--- src/rtl/tabulate_sweep_ctrl_if.sv ---
// Datapath bundle between the sweep sequencer and the shared passthrough.
// The master issues words and a valid strobe; the slave returns the result.
interface tabulate_sweep_ctrl_if #(
    parameter int DATA_W = 32
);
    logic [DATA_W-1:0] dp_in;
    logic              dp_valid;
    logic [DATA_W-1:0] dp_out;

    modport master (output dp_in, output dp_valid, input dp_out);
    modport slave  (input dp_in, input dp_valid, output dp_out);
endinterface

--- src/rtl/tabulate_sweep_ctrl.sv ---
// Row-major sweep sequencer for a shared passthrough datapath.
// It issues BASE+i+j per point, checks the return after LATENCY cycles, and logs errors.
module tabulate_sweep_ctrl #(
    parameter int DATA_W  = 32,
    parameter int ROWS    = 2,
    parameter int COLS    = 2,
    parameter int BASE    = 1,
    parameter int LATENCY = 1,
    parameter int ERR_W   = 16,
    localparam int RW = (ROWS > 1) ? $clog2(ROWS) : 1,
    localparam int CW = (COLS > 1) ? $clog2(COLS) : 1,
    localparam int LW = (LATENCY > 1) ? $clog2(LATENCY) : 1
) (
    input  logic                  clock,
    input  logic                  reset,
    input  logic                  start_i,
    tabulate_sweep_ctrl_if.master dp,
    output logic                  busy_o,
    output logic                  done_o,
    output logic                  pass_o,
    output logic [ERR_W-1:0]      err_count_o,
    output logic                  fail_valid_o,
    output logic [RW-1:0]         fail_row_o,
    output logic [CW-1:0]         fail_col_o
);
    typedef enum logic [1:0] {IDLE, ISSUE, WAIT, DONE} state_e;

    state_e            state_q, state_d;
    logic [RW-1:0]     i_q, i_d;
    logic [CW-1:0]     j_q, j_d;
    logic [LW-1:0]     cnt_q, cnt_d;
    logic [DATA_W-1:0] din_q, din_d;
    logic [ERR_W-1:0]  err_q, err_d;
    logic              fv_q, fv_d;
    logic [RW-1:0]     fr_q, fr_d;
    logic [CW-1:0]     fc_q, fc_d;
    logic [DATA_W-1:0] val;

    // Wraps at DATA_W bits by construction.
    assign val = DATA_W'(BASE) + DATA_W'(i_q) + DATA_W'(j_q);

    always_comb begin
        state_d = state_q;
        i_d     = i_q;
        j_d     = j_q;
        cnt_d   = cnt_q;
        din_d   = din_q;
        err_d   = err_q;
        fv_d    = fv_q;
        fr_d    = fr_q;
        fc_d    = fc_q;
        unique case (state_q)
            IDLE, DONE: begin
                if (start_i) begin
                    state_d = ISSUE;
                    i_d     = '0;
                    j_d     = '0;
                    err_d   = '0;
                    fv_d    = 1'b0;
                    fr_d    = '0;
                    fc_d    = '0;
                end
            end
            ISSUE: begin
                din_d   = val;
                cnt_d   = '0;
                state_d = WAIT;
            end
            WAIT: begin
                if (cnt_q == LW'(LATENCY - 1)) begin
                    if (dp.dp_out != din_q) begin
                        if (err_q != '1) begin
                            err_d = err_q + 1'b1;
                        end
                        if (!fv_q) begin
                            fv_d = 1'b1;
                            fr_d = i_q;
                            fc_d = j_q;
                        end
                    end
                    if (j_q != CW'(COLS - 1)) begin
                        j_d     = j_q + 1'b1;
                        state_d = ISSUE;
                    end else if (i_q != RW'(ROWS - 1)) begin
                        j_d     = '0;
                        i_d     = i_q + 1'b1;
                        state_d = ISSUE;
                    end else begin
                        state_d = DONE;
                    end
                end else begin
                    cnt_d = cnt_q + 1'b1;
                end
            end
        endcase
    end

    always_ff @(posedge clock) begin
        if (reset) begin
            state_q <= IDLE;
            i_q     <= '0;
            j_q     <= '0;
            cnt_q   <= '0;
            din_q   <= '0;
            err_q   <= '0;
            fv_q    <= 1'b0;
            fr_q    <= '0;
            fc_q    <= '0;
        end else begin
            state_q <= state_d;
            i_q     <= i_d;
            j_q     <= j_d;
            cnt_q   <= cnt_d;
            din_q   <= din_d;
            err_q   <= err_d;
            fv_q    <= fv_d;
            fr_q    <= fr_d;
            fc_q    <= fc_d;
        end
    end

    assign dp.dp_in     = (state_q == ISSUE) ? val : din_q;
    assign dp.dp_valid  = (state_q == ISSUE);
    assign busy_o       = (state_q == ISSUE) || (state_q == WAIT);
    assign done_o       = (state_q == DONE);
    assign pass_o       = done_o && (err_q == '0);
    assign err_count_o  = err_q;
    assign fail_valid_o = fv_q;
    assign fail_row_o   = fr_q;
    assign fail_col_o   = fc_q;
endmodule

--- src/flat_wrapper.sv ---
// flat-port wrapper written by rule: the top's interface ports become plain ports
module tabulate_sweep_ctrl_flat 
#(
    parameter int DATA_W  = 32,
    parameter int ROWS    = 2,
    parameter int COLS    = 2,
    parameter int BASE    = 1,
    parameter int LATENCY = 1,
    parameter int ERR_W   = 16,
    localparam int RW = (ROWS > 1) ? $clog2(ROWS) : 1,
    localparam int CW = (COLS > 1) ? $clog2(COLS) : 1,
    localparam int LW = (LATENCY > 1) ? $clog2(LATENCY) : 1
)
  (clock, reset, start_i, busy_o, done_o, pass_o, err_count_o, fail_valid_o, fail_row_o, fail_col_o, dp_dp_in, dp_dp_valid, dp_dp_out);
  tabulate_sweep_ctrl_if #(.DATA_W(DATA_W)) dp_i ();
  input  logic clock;
  input  logic reset;
  input  logic start_i;
  output logic busy_o;
  output logic done_o;
  output logic pass_o;
  output logic [ERR_W-1:0] err_count_o;
  output logic fail_valid_o;
  output logic [RW-1:0] fail_row_o;
  output logic [CW-1:0] fail_col_o;
  output wire logic [$bits(dp_i.dp_in)-1:0] dp_dp_in;
  output wire logic [$bits(dp_i.dp_valid)-1:0] dp_dp_valid;
  input wire logic [$bits(dp_i.dp_out)-1:0] dp_dp_out;
  assign dp_dp_in = dp_i.dp_in;
  assign dp_dp_valid = dp_i.dp_valid;
  assign dp_i.dp_out = dp_dp_out;
  tabulate_sweep_ctrl #(.DATA_W(DATA_W), .ROWS(ROWS), .COLS(COLS), .BASE(BASE), .LATENCY(LATENCY), .ERR_W(ERR_W)) u_core (.clock(clock), .reset(reset), .start_i(start_i), .dp(dp_i), .busy_o(busy_o), .done_o(done_o), .pass_o(pass_o), .err_count_o(err_count_o), .fail_valid_o(fail_valid_o), .fail_row_o(fail_row_o), .fail_col_o(fail_col_o));
endmodule
--- config.mk ---
export PLATFORM = sky130hd
export DESIGN_NAME = tabulate_sweep_ctrl_flat
export DESIGN_NICKNAME = d
export VERILOG_FILES = /design/src/rtl/tabulate_sweep_ctrl_if.sv /design/src/rtl/tabulate_sweep_ctrl.sv /design/src/flat_wrapper.sv
export SDC_FILE = /design/constraint.sdc
export NUM_CORES = 1
export LEC_CHECK = 0
export ABC_AREA = 1
export CORE_ASPECT_RATIO = 1.1
export CORE_MARGIN = 10
export CORE_UTILIZATION = 30
export DETAILED_ROUTE_END_ITERATION = 8
export GPL_TIMING_DRIVEN = 0
export SYNTH_ARGS = -nofsm -noshare
export SYNTH_HDL_FRONTEND = slang
export SYNTH_SLANG_ARGS = --single-unit
export TNS_END_PERCENT = 30
--- constraint.sdc ---
create_clock -name clock -period 1.8 [get_ports clock]
set_input_delay 0.36 -clock clock [delete_from_list [all_inputs] [get_ports clock]]
set_output_delay 0.36 -clock clock [all_outputs]
set_load 0.01 [all_outputs]
==> summary by stage, run 1 <==
Timing
In the post-route analysis, the smallest setup slack over all paths is -0.109 ns. Setup repair after global routing could not meet its margin everywhere. The number of max-slew violations in the final report is 0. Hold is met by 0.415 ns. The share of the clock period used by the worst path is 106%. Setup violations remaining at the end of the flow were counted as 29. Subtracting the final worst setup slack from the clock period gives 1.91 ns. For the pin with the worst max-slew slack, the measured transition is around 0.65 ns. Measured against its own limit, the worst slew margin works out to 56.4%. For the final database, setup skew stands at roughly 0.0096 ns.

The highest attainable clock frequency is 524 MHz. The final count of hold timing violations is 0.

Global route
For met3 alone, demand over resource in global routing was 3.13%. The largest net degree at the start of global routing is 18. The number of antenna violations at the first check in global routing came to 0.

The met1 demand-to-capacity share in global routing is 16.9%. The global routing stage identified its most utilized layer as met2. Global routing finished with a remaining overflow of 0. The global-route wire length before repair is roughly 17000 um.

The global-route usage over all layers is 13.5%. The via count of the first global-routing pass is 3388. The global routing met2 resource utilization is a little under a quarter.

Min path
The worst hold path terminates at u_core.i_q. The number of cells on the worst hold path is 2. The min-delay analysis places its worst path in the category input pin to flip-flop. The startpoint identified for the worst hold timing path is reset.

Run status
The run finished, with violations left. The final reports fail on setup timing.

Clocking
The number of CTS-inserted buffers is 5. Clock-pin slew was measured on the worst setup and hold paths at 0.07 ns. The buffer levels on the longest clock path is 2. The H-tree was split into 2 levels. The CTS tree is built.

The cell chosen for the clock root is sky130_fd_sc_hd__clkbuf_16. The clock net in this run drives a total of 55 sinks. The clock insertion delay at the later pin of the skew report is roughly 0.3 ns.

Pwr
The power consumption is 3.42 mW. Summed over all cells, the static leakage comes to 2.10 nW. The net load switching power is 1.12 mW. The maximum vdd drop is between 0.4 and 0.5 mV. Of the total power, registers draw 39.1%.

The share of power burned in combinational logic is between 30% and 40%. The power density of the placed cells is around 700 nW/um^2. Cell internal power was estimated by the tool at 2.31 mW. The clock network fraction of total power is around 29%.

The switching power share of the total is about a third.

Logic synthesis
In the post-synthesis netlist, the biggest area contributors are sky130_fd_sc_hd__dfxtp_1 (35%), sky130_fd_sc_hd__nand2_1 (14%), sky130_fd_sc_hd__inv_1 (9.8%). The synthesis-stage register bit count is 55. In the synthesized netlist the dominant register cell turns out to be sky130_fd_sc_hd__dfxtp_1. Yosys mapped the design onto 34 distinct sky130hd cell types.

The sequential-to-total area share from yosys stat is 34.6%. The number of nets produced by synthesis is 547. The average footprint of a synthesized cell is around 6.3 sq um. The cell area that synthesis handed to floorplanning was 3180 sq um.

Of all flip-flops after synthesis, the portion carrying an async set or reset was 0%. The number of enable flip-flop cells after synthesis is 0. The largest total area in the synthesized netlist belongs to sky130_fd_sc_hd__dfxtp_1.

The synthesized instance count is 502. The proportion of netlist area held by the largest area contributor is about a third. The total number of yosys warnings is 0.

Worst setup path
For the worst setup path, the data arrival time is 1.55 ns. In this run the critical register-to-register path is captured at u_core.err_count_o[10]. The sort of element at the end of the critical path is a primary output. The cell depth of the worst flop-to-flop path is 12. Along the worst path, the maximum fanout reaches 10. STA classifies the critical path startpoint as a flip-flop.

The launch instance of the worst register-to-register path is u_core.err_count_o[1]. The setup slack of the most critical reg-to-reg path is -0.10 ns. The setup path with the least slack is of type flip-flop to primary output. For the worst setup path, the data required time is 1.44 ns.

Detailed routing
Summed over all layers, the routed wires come to 10600 um. The iteration count of the initial detailed-routing pass is 4. After detailed routing, the average wire length per cell comes to approximately 14 um. The routed via count divided by cell count is around 4.6. The residual antenna-violating net count after detailed routing is 0. The via count is about 3.5k. The first routing iteration left 198 violations. After detailed routing, the number of remaining DRC violations is 0.

Finish
The total inserted antenna cells is 0. At the end of the flow, the number of nets in the layout was between 600 and 700. In the layout the commonest cells are sky130_fd_sc_hd__nand2_1 (110), sky130_fd_sc_hd__inv_1 (75), sky130_fd_sc_hd__nor2_1 (64), sky130_fd_sc_hd__clkdlybuf4s50_1 (51), sky130_fd_sc_hd__dfxtp_1 (49).

The share of post-route cells with drive strength above 1 is a little over a fifth. The area of all placed cells without fillers is 4780 sq um. The library cell used most frequently in the layout, excluding fill and tap cells, is sky130_fd_sc_hd__nand2_1. The signed area change from the synthesized netlist to the final layout is 50.2%.

Placed design
The placed cell area is 4240 sq um. The last weighted congestion value of the routability-driven placer is 0.883. The number of buffers inserted by port buffering is between 80 and 90. The detailed placer's ending HPWL is 7720 um.

Floorplan
For this design the top-level I/O count stands at 90. The core region area is 10400 sq um. The number of standard-cell rows in the floorplan is 39. From left edge to right edge, the die measures 118 um. The floorplan step defined a die boundary enclosing around 15000 sq um.

The die span in y is 128 um. The starting density of the core is between 30% and 40%.

Job
The max capacitance violation total is 0.
## worst max-delay path by stage
| stage | from | end | cells past startpoint |
|---|---|---|---|
| after floorplan | u_core.state_q[0] | u_core.err_count_o[7] | 12 |
| after global placement | u_core.state_q[1] | dp_dp_in[20] | 7 |
| after detailed placement | u_core.state_q[0] | dp_dp_in[20] | 6 |
| after CTS | u_core.state_q[1] | pass_o | 5 |
| after global routing | u_core.state_q[0] | u_core.err_count_o[10] | 14 |
| final | u_core.state_q[1] | dp_dp_in[26] | 6 |
## kinds of logic after synthesis
kind of cell               synth area share (%)
and+or+nand+nor                            39.4
buffers and inverters                      12.7
DFF                                        34.6
AOI/OAI and AO/OA                          6.02
xor gates and xnor gates                   3.30
adders and majority gates                  3.93
## worst max-delay path, cell delays in order, from the launching register on
cell	delay, ns
sky130_fd_sc_hd__dfxtp_4	0.38
sky130_fd_sc_hd__inv_1	0.09
sky130_fd_sc_hd__ha_4	0.22
sky130_fd_sc_hd__clkbuf_16	0.18
sky130_fd_sc_hd__clkbuf_16	0.16
sky130_fd_sc_hd__nor2_1	0.10
sky130_fd_sc_hd__buf_2	0.14
## synth_stat cells (all sizes together) (2+ instances only)
cell      n
a21oi    18
and2      2
buf       6
clkbuf   13
dfxtp    55
ha       10
inv      84
nand2   120
nand3    20
nand4    20
nor2     83
nor3     37
nor4      2
o21ai    11
o22ai     2
or2       2
xnor2     5
xor2      7
## timing repair
| action | 4_1_cts | 5_1_grt |
|---|---|---|
| gates cloned | 1 | 1 |
| hold endpoints to repair | 0 | 0 |
| setup buffers | 6 | 12 |
| resized for setup | 198 | 51 |
| hold buffers | 0 | 0 |
| pin swaps | 5 | 17 |
| setup endpoints to repair | 56 | 54 |
## routing by layer
layer	up-vias	wire length [um]
met5	-	0
met4	0	54
met3	4	603
met2	120	4910
met1	1576	5080
li1	1791	-
## layout make-up
cell class | count | area [sq um]
Sequential cell | 55 | 1120
Fill cell | 1084 | 5620
Buffer | 18 | 190
Clock inverter | 3 | 18.8
Clock buffer | 5 | 125
Multi-Input combinational cell | 343 | 1880
Tap cell | 143 | 179
Timing Repair Buffer | 108 | 937
Inverter | 85 | 330
## flip-flops by register name, indices dropped and copies added, names as in the netlist
| name | flops |
|---|---|
| u_core.din_q | 32 |
| u_core.fail_valid_o | 1 |
| u_core.fail_col_o | 1 |
| u_core.i_q | 1 |
| u_core.fail_row_o | 1 |
| u_core.j_q | 1 |
| u_core.err_count_o | 16 |
| u_core.state_q | 2 |
## through the flow
| step | TNS, ns | cells | utilization (%) | setup slack [ns] |
|---|---|---|---|---|
| floorplan | -0.237 | 502 | - | -0.0420 |
| global placement | -25.11 | 733 | 40.8 | -0.661 |
| detailed placement | -26.16 | 733 | 40.8 | -0.652 |
| CTS | -5.78 | 748 | 43.5 | -0.232 |
| global route | -5.94 | 760 | 46.0 | -0.241 |
| finish | -2.17 | 760 | 46.0 | -0.109 |
## power groups by stage
stage	logic (mW)	registers [mW]	clock network, mW
floorplan	0.447	1.37	0
global placement	0.807	1.36	0
detailed placement	0.813	1.36	0
CTS	0.986	1.33	1.02
global route	1.21	1.35	1.06
finish	1.10	1.34	0.984
Power figures use the tool's default switching activity.
==> inputs of run 2 (changes only) <==
CAP_MARGIN = 20   (was not set)
==> results of run 2 <==
Final layout, timing and power as in run 1 (identical DEF).
==> inputs of run 3 (changes only) <==
GPL_TIMING_DRIVEN = not set   (was 0)
==> summary by stage, run 3 (same netlist as run 1, synthesis figures left out) <==
Detailed routing
The routed via count divided by cell count is 4.56 (-0.82%). The aggregate routed wire length came to 10800 um (+1.4%). The final routed wire length divided by cell count is 13.6 um (-3.1%). The residual DRC count is 0 (unchanged). The via count is 3622 (+3.8%). The residual antenna-violating net count after detailed routing is 0 (unchanged).

The iteration count of the initial detailed-routing pass is 4 (unchanged). The number of violations reported at the end of detailed-routing iteration 0 is 207 (+4.5%).

Clocking
The number of H-tree levels is 2 (unchanged). The post-cts hold buffer count was 0 (unchanged). The clock sink count was 55 (unchanged).

The post-CTS clock slew at the launch and capture registers of the worst setup and hold paths was 0.07 ns (about the same). The number of CTS-inserted buffers was 5 (unchanged). The buffer levels on the longest clock path was 2 (unchanged). The cell sitting at the root of the clock tree is a sky130_fd_sc_hd__clkbuf_16. The CTS tree is built. The clock insertion delay at the later pin of the skew report came to 0.29 ns (about the same).

Floorplan
The number of top-level design ports is 90 (unchanged). The die span in y is 128 um (unchanged). The number of standard-cell rows in the floorplan came to 39 (unchanged). The chip width came to 118 um (unchanged). The overall die area is 15100 sq um (unchanged). The starting density of the core was 30.6% (unchanged). The core region area is 10400 sq um (unchanged).

Timing
The worst clock skew on the final layout was 0.00691 ns (-0.00266 ns). The final number of setup-violating endpoints is 2 (-93%). The minimum clock period is 1.83 ns (-0.0842 ns). Setup repair after global routing could not meet its margin everywhere.

The share of the clock period used by the worst path came to 101% (-4.7 points). The final-layout setup total negative slack is -0.0325 ns (+2.13 ns). The post-route worst hold slack came to 0.463 ns (+0.0486 ns).

The final count of hold timing violations is 0 (unchanged). The headroom to the max-slew limit is 78.9% (+23 points). The slew at the pin with the worst max-slew slack is 0.314 ns (-0.341 ns). The number of max-slew violations in the final report is 0 (unchanged).

The highest attainable clock frequency was 548 MHz (+4.6%). The worst-case setup margin in the final layout is -0.0253 ns (+0.0842 ns).

Worst setup path
The peak per-stage delay on the critical path is 0.38 ns (about the same). The critical path in this run is classified as flip-flop to primary output. Traced cell by cell, the critical path runs through inv_1 -> ha_4 -> buf_12 -> dlygate4sd2_1.

The sort of element at the end of the critical path is a primary output. The maximum fanout along the worst path is 22 (+12). The cell depth of the worst flop-to-flop path is 14 (+2). The buffer and inverter count on the worst path is 3 (-1). The data arrival time of the critical path is 1.47 ns (-0.08 ns). The type of origin of the critical path is a flip-flop. In this design, the largest share of critical-path delay is due to buffers and inverters. The cell with the largest stage delay on the worst path is sky130_fd_sc_hd__dfxtp_4. The required time of the critical path was 1.44 ns (about the same). The instance count on the critical path came to 4 (-2).

Pwr
The maximum vdd drop is 0.404 mV (-7.4%). The standby leakage power is 2.36 nW (+12%). The power consumption was 3.80 mW (+11%). The power density of the placed cells is 758 nW/um^2 (+5.9%).

Global route
The via count of the first global-routing pass is 3464 (+2.2%). The global-route wire length before repair came to 17100 um (+1.4%). The number of antenna violations at the first check in global routing is 0 (unchanged). The aggregate global routing overflow is 0 (unchanged). The largest net degree at the start of global routing is 30 (+12).

The global-route usage over all layers is 13.6% (+0.093 points).

Run status
The checks that failed: setup timing. The run finished, with violations left.

Finish
The final core utilization is 48.3% (+2.3 points). The register with the most flip-flops is u_core.din_q. The post-route non-filler standard cell count was 795 (+4.6%). The share of post-route cells with drive strength above 1 is 25.8% (+4.0 points). The library cells used most frequently in the layout, excluding fill and tap cells, are sky130_fd_sc_hd__nand2_1 (108), sky130_fd_sc_hd__inv_1 (76), sky130_fd_sc_hd__nor2_1 (72), sky130_fd_sc_hd__buf_4 (65), sky130_fd_sc_hd__dfxtp_1 (51).

The post-layout net count is 696 (+5.3%). The area of all placed cells without fillers was 5020 sq um (+5.0%). The most common library cell in the layout ignoring fill and taps is sky130_fd_sc_hd__nand2_1. The total inserted antenna cells is 0 (unchanged). The flip-flop count of the largest register, all copies and words added is 32 (unchanged). The signed area change from the synthesized netlist to the final layout is 57.6%.

Min path
The number of cells on the worst hold path is 2 (unchanged). In this run the worst hold path is classified as flip-flop to flip-flop.

Placed design
The last weighted congestion value of the routability-driven placer is 0.908 (+2.8%). The number of cells in the design after placement came to 781 (+6.5%). The detailed placer's ending HPWL is 7850 um (+1.7%). The placed cell area is 4690 sq um (+11%). The number of buffers inserted by port buffering is 89 (+1.1%). The pre-CTS setup slack was -0.325 ns (+0.327 ns).

Job
The max capacitance violation total is 0 (unchanged).
run 3: cell types whose count changed in the layout (fill, tap and decap cells not counted), sizes merged:
cell / delta
bufinv: +2
clkbuf: -11
dlygate4sd2: -1
clkdlybuf4s50: -6
clkinv: -3
dlymetal6s2s: +7
buf: +47
run 3: worst register-to-register path: cells and delay by family (launching register included):
kind / cells / cell delay (ns)
simple gates: 10 / 0.83
fa+ha+maj: 1 / 0.14
buf+inv: 3 / 0.35
flops: 1 / 0.36
run 3: cell type report:
class	instances	area [sq um]
fill	1056	5380
multi-input combinational	343	1830
timing repair buffer	161	1380
sequential	55	1110
inverter	85	324
tap	143	179
clock buffer	6	129
clock inverter	2	60.1
run 3: final timing paths:
path / from / to / slack [ns]
setup / recovery: u_core.state_q[1] / dp_dp_valid / -0.03
hold / removal: u_core.fail_row_o / u_core.fail_row_o / 0.46
setup reg to reg: u_core.err_count_o[0] / u_core.err_count_o[8] / 0.01
hold reg to reg: u_core.fail_row_o / u_core.fail_row_o / 0.46
run 3: power by group:
part           internal, mW  switching (mW)
registers              1.27          0.0361
clock network         0.799           0.453
logic                 0.624           0.620
total                  2.70            1.11
run 3: what timing repair did:
item / 4_1_cts / 5_1_grt
endpoints found under the setup margin: 56 / 35
setup buffers: 0 / 3
cloned: 1 / 2
pin swaps: 1 / 24
resized for setup: 144 / 63
run 3: routing by layer:
metal / part of all wire (%) / track usage (%) / vias up
li1: - / - / 1865
met1: 48 / 17.5 / 1634
met2: 45 / 22.1 / 114
met3: 6.2 / 3.30 / 9
met4: 1.0 / 3.64 / 0
met5: 0 / 0 / -
==> patch 1 (config.mk and constraints of run 3) <==
`COLS` is set to 2 in 2 places; all go to 4.
--- a/src/rtl/tabulate_sweep_ctrl.sv
+++ b/src/rtl/tabulate_sweep_ctrl.sv
@@ -3,7 +3,7 @@
 module tabulate_sweep_ctrl #(
     parameter int DATA_W  = 32,
     parameter int ROWS    = 2,
-    parameter int COLS    = 2,
+    parameter int COLS    = 4,
     parameter int BASE    = 1,
     parameter int LATENCY = 1,
     parameter int ERR_W   = 16,
--- a/src/flat_wrapper.sv
+++ b/src/flat_wrapper.sv
@@ -3,7 +3,7 @@
 #(
     parameter int DATA_W  = 32,
     parameter int ROWS    = 2,
-    parameter int COLS    = 2,
+    parameter int COLS    = 4,
     parameter int BASE    = 1,
     parameter int LATENCY = 1,
     parameter int ERR_W   = 16,
Ports: changed (resized fail_col_o); port bits go from 90 to 91. No check against the original RTL was run, so the function may have changed too.
==> patch 1 against run 3 <==
  * The run still ends with setup timing left
  * Setup slack lost 110 ps
  * Global-route usage is 0.51 points higher
  * Routed wire length increased by 11%
  * Sequential cell count up 2
  * Power rose by 23%
  * Hold slack lost 5.7 ps
  * Area after synthesis increased by 11%
  * Final area rose by 14%
  * Die area up 9.3%
==> patch 1: results (changes against run 3) <==
[status]
outcome=finished, violations left
violations=setup timing

[logic_synthesis]
synthTopCellsByCount=149 x nand2_1, 80 x inv_1, 80 x nor2_1

[setup_path]
endpoint=dp_dp_in[1]
slowest_delay_ps=480  ; +100 ps
path_max_fanout=2  ; -91%
crit_path_top_delay_cell=fa_1
reg2regPathDepth=13  ; -1

[cells_and_area]
design_area_um2=5740  ; +14%
n_antenna_cell=2  ; +2
final-clk-cell-share_pct=6.02  ; +2.2 points
n_all_buffers=176  ; +9.3%
multi_input_area_um2=2170  ; +19%
seqCellArea_um2=1150  ; +3.7%

[floorplan]
tapCellCount=150  ; +4.9%

[timing]
layout_setup_ws_ps=-132  ; -107 ps
skew_ps=6.29  ; -0.626 ps
hold-worst-slack_ps=457  ; -5.72 ps
setup_viol=3  ; +1

[clock_network]
ctsHtreeMaxLevel=3  ; +1
clock_latency_ps=330  ; +40 ps
clk_pin_slew_ps=50  ; -20 ps
cts_made_buffers=9  ; +4

[grt]
antenna_found_initial=1  ; +1
gr-usage-met1_pct=15.1  ; -2.4 points
use_met3_pct=6.47  ; +3.2 points

[power_and_ir_drop]
p_leak_uw=0.00262  ; +11%
vdd_drop_max_v=0.000533  ; +32%

[place]
placed_cells=860  ; +10%
numPortBuffers=90  ; +1.1%

[min_path]
min_to=u_core.din_q[6]$_SDFF_PP0_

## patch 1: changes by cell type after synthesis, sizes merged, moves of 4 or more
cell / delta
nand2: +31
nand3: +4
nand4: +4
inv: +9
buf: +4
a21oi: +5
xnor2: +8
## patch 1: timing repair
| item | 4_1_cts | 5_1_grt |
|---|---|---|
| buffers inserted | 9 | 4 |
| setup endpoints to repair | 53 | 40 |
| endpoints found under the hold margin | 0 | 0 |
| pin swaps | 9 | 22 |
| hold buffers | 0 | 0 |
| gates cloned | 1 | 3 |
| gates resized for setup | 146 | 78 |
## patch 1: kinds of logic after synthesis
group | Yosys count | share of synthesized area, %
and+or+nand+nor | 328 | 41.2
buffers and inverters | 118 | 13.0
DFF | 57 | 32.3
AOI/OAI and AO/OA | 37 | 5.69
xor gates and xnor gates | 18 | 4.46
adders and majority gates | 9 | 3.40
## patch 1: power by group
part           switching (µW)  internal [µW]
registers                47.6           1330
clock network             621           1390
logic                     668            617
==> patch 2 (settings of run 3) <==
Without the edit above. Make the reset (`reset`) asynchronous in one clocked block.
--- a/src/rtl/tabulate_sweep_ctrl.sv
+++ b/src/rtl/tabulate_sweep_ctrl.sv
@@ -95,7 +95,7 @@
         endcase
     end
 
-    always_ff @(posedge clock) begin
+    always_ff @(posedge clock or posedge reset) begin
         if (reset) begin
             state_q <= IDLE;
             i_q     <= '0;
Function: differs if reset is asserted again (counterexample within 4 cycles, from zero or initial values and one cycle with reset high); with reset held inactive, the same outputs for 10 cycles.
==> patch 2 against run 3 <==
  * The run still ends with setup timing left
  * Core utilization up 0.47 points
  * Fmax down 3.1%
  * Global-route usage rose by 0.22 points
  * Power is 26% higher
  * Largest cell class unchanged
  * Sequential cell count unchanged
  * Setup slack worse by 59 ps
  * Final area up 12%
  * Critical path depth grew 9
  * Routed wire length is 6.2% higher
  * Area after synthesis grew 10%
==> patch 2: results (changes against run 3) <==
[status]
outcome=finished, violations left
violations=setup timing

[timing]
hold-worst-slack_ps=387  ; -75.8 ps
skew_ps=5.15  ; -1.76 ps
setup_viol=25  ; +23
layout_setup_ws_ps=-83.9  ; -58.6 ps
max_slew_margin_pct=70.0  ; -8.9 points
tns_ps=-1600  ; -1570 ps

[setup_path]
path_max_fanout=7  ; -68%
crit_path_top_delay_cell=dfrtp_1
reg2reg_from=u_core.state_q[0]$_DFFE_PP0P_
r2r_end=u_core.err_count_o[10]$_DFFE_PP0P_
reg2regPathDepth=13  ; -1
slowest_delay_ps=420  ; +40 ps
crit_family=simple AND/OR/NAND/NOR gates

[routing]
wl_met1_mm=4.62  ; -11%
dr_total_vias=3730  ; +3.0%
dr_wl_met2_mm=5.84  ; +20%
top_layer=met4
first_iter_violations=196  ; -5.3%
met3_length_um=927  ; +39%
drt-total-wl_mm=11.5  ; +6.2%

[place]
dpl-instance-area_um2=5180  ; +10%
placed_cells=832  ; +6.5%
routabilityCongestion=0.864  ; -4.9%
numPortBuffers=89  ; unchanged
dp_hpwl_mm=9.08  ; +16%
dp_worst_setup_slack_ps=-339  ; -13.8 ps

[logic_synthesis]
synthDistinctLibCells=34  ; unchanged
async_reset_ff_share_pct=100  ; +100 points
synth.area.top_cells=dfrtp_1 39%, nand2_1 19%, inv_1 9.5%
synthTopCellsByCount=179 x nand2_1, 89 x inv_1, 86 x nor2_1
syn-num-nets=569  ; +4.0%
seq_area_frac_synth_pct=39.2  ; +4.6 points
syn_inst=524  ; +4.4%
yosys_most_used_dff=dfrtp_1
syn_area_um2=3510  ; +10%

[grt]
grtUsageMet2_pct=24.2  ; +2.1 points
grt.total_usage_pct=13.8  ; +0.22 points
grt_first_pass_wirelength_mm=18.6  ; +8.5%
antenna_found_initial=0  ; unchanged
use_met3_pct=4.69  ; +1.4 points
gr-usage-met1_pct=15.6  ; -1.9 points
grt_pass1_vias=3916  ; +13%
grt_max_degree=29  ; -3.3%

[min_path]
hold_class=in -> async

[cells_and_area]
layout-drive-gt1-share_pct=28.1  ; +2.4 points
nFillCells=1176  ; +11%
multi_input_area_share_pct=35.8  ; -0.79 points
seq_share_pct=24.6  ; +2.5 points
inverters_excl_clock=93  ; +9.4%
final-clk-cell-share_pct=3.44  ; -0.33 points
nonClkBufAreaFrac_pct=26.5  ; -1.0 points
seqCellArea_um2=1380  ; +24%
instances_no_fill=843  ; +6.0%
multi_input_gates=367  ; +7.0%
layout.nets=737  ; +5.9%
n_all_buffers=170  ; +5.6%

[power_and_ir_drop]
p_leak_uw=0.00278  ; +18%
vdd_drop_max_v=0.000422  ; +4.4%

patch 2: cells by family (layout without fill, tap and decap cells):
group | after synthesis | count (layout) | synth area share (%)
DFF | 55 | 55 | 39.2
AOI/OAI and AO/OA | 17 | 17 | 3.06
and+or+nand+nor | 322 | 322 | 38.4
buffers and inverters | 102 | 271 | 11.4
xor gates and xnor gates | 18 | 18 | 4.49
adders and majority gates | 10 | 10 | 3.56
patch 2: how the worst max path moves through the flow:
stage                                        startpoint  cells past startpoint                            endpoint  slack, ps
after global routing      u_core.state_q[0]$_DFFE_PP0P_                     14     u_core.fail_valid_o$_DFFE_PP0P_       -260
after detailed placement                   dp_dp_out[8]                     11   u_core.err_count_o[3]$_DFFE_PP0P_       -340
final                     u_core.state_q[0]$_DFFE_PP0P_                     13  u_core.err_count_o[10]$_DFFE_PP0P_        -80
after floorplan           u_core.state_q[0]$_DFFE_PP0P_                     10   u_core.err_count_o[6]$_DFFE_PP0P_         30
after global placement                     dp_dp_out[8]                     11   u_core.err_count_o[2]$_DFFE_PP0P_       -310
after CTS                 u_core.state_q[1]$_DFFE_PP0P_                      5                        dp_dp_in[27]       -110
patch 2: power breakdown:
group | leakage (µW) | internal [µW] | switching, µW
sequential | 0.000758 | 1310 | 59.6
clock | 0.0000900 | 798 | 480
combinational | 0.00193 | 956 | 1200
total | 0.00278 | 3060 | 1740
patch 2: worst register-to-register path, cell delays in order (launching register included):
cell     delay [ps]
dfrtp_1         420
buf_6           150
inv_4            50
ha_4            150
inv_4            40
a21oi_2          90
nand2_1          70
nor2_2          100
nand2_1          60
nor2_2          150
nand3_4         190
buf_12          210
nand3_2          50
nand2_1          50
patch 2: what timing repair did:
action | CTS | global route
setup endpoints to repair | 55 | 52
buffers inserted | 0 | 3
resized for setup | 136 | 87
pin swaps | 6 | 23
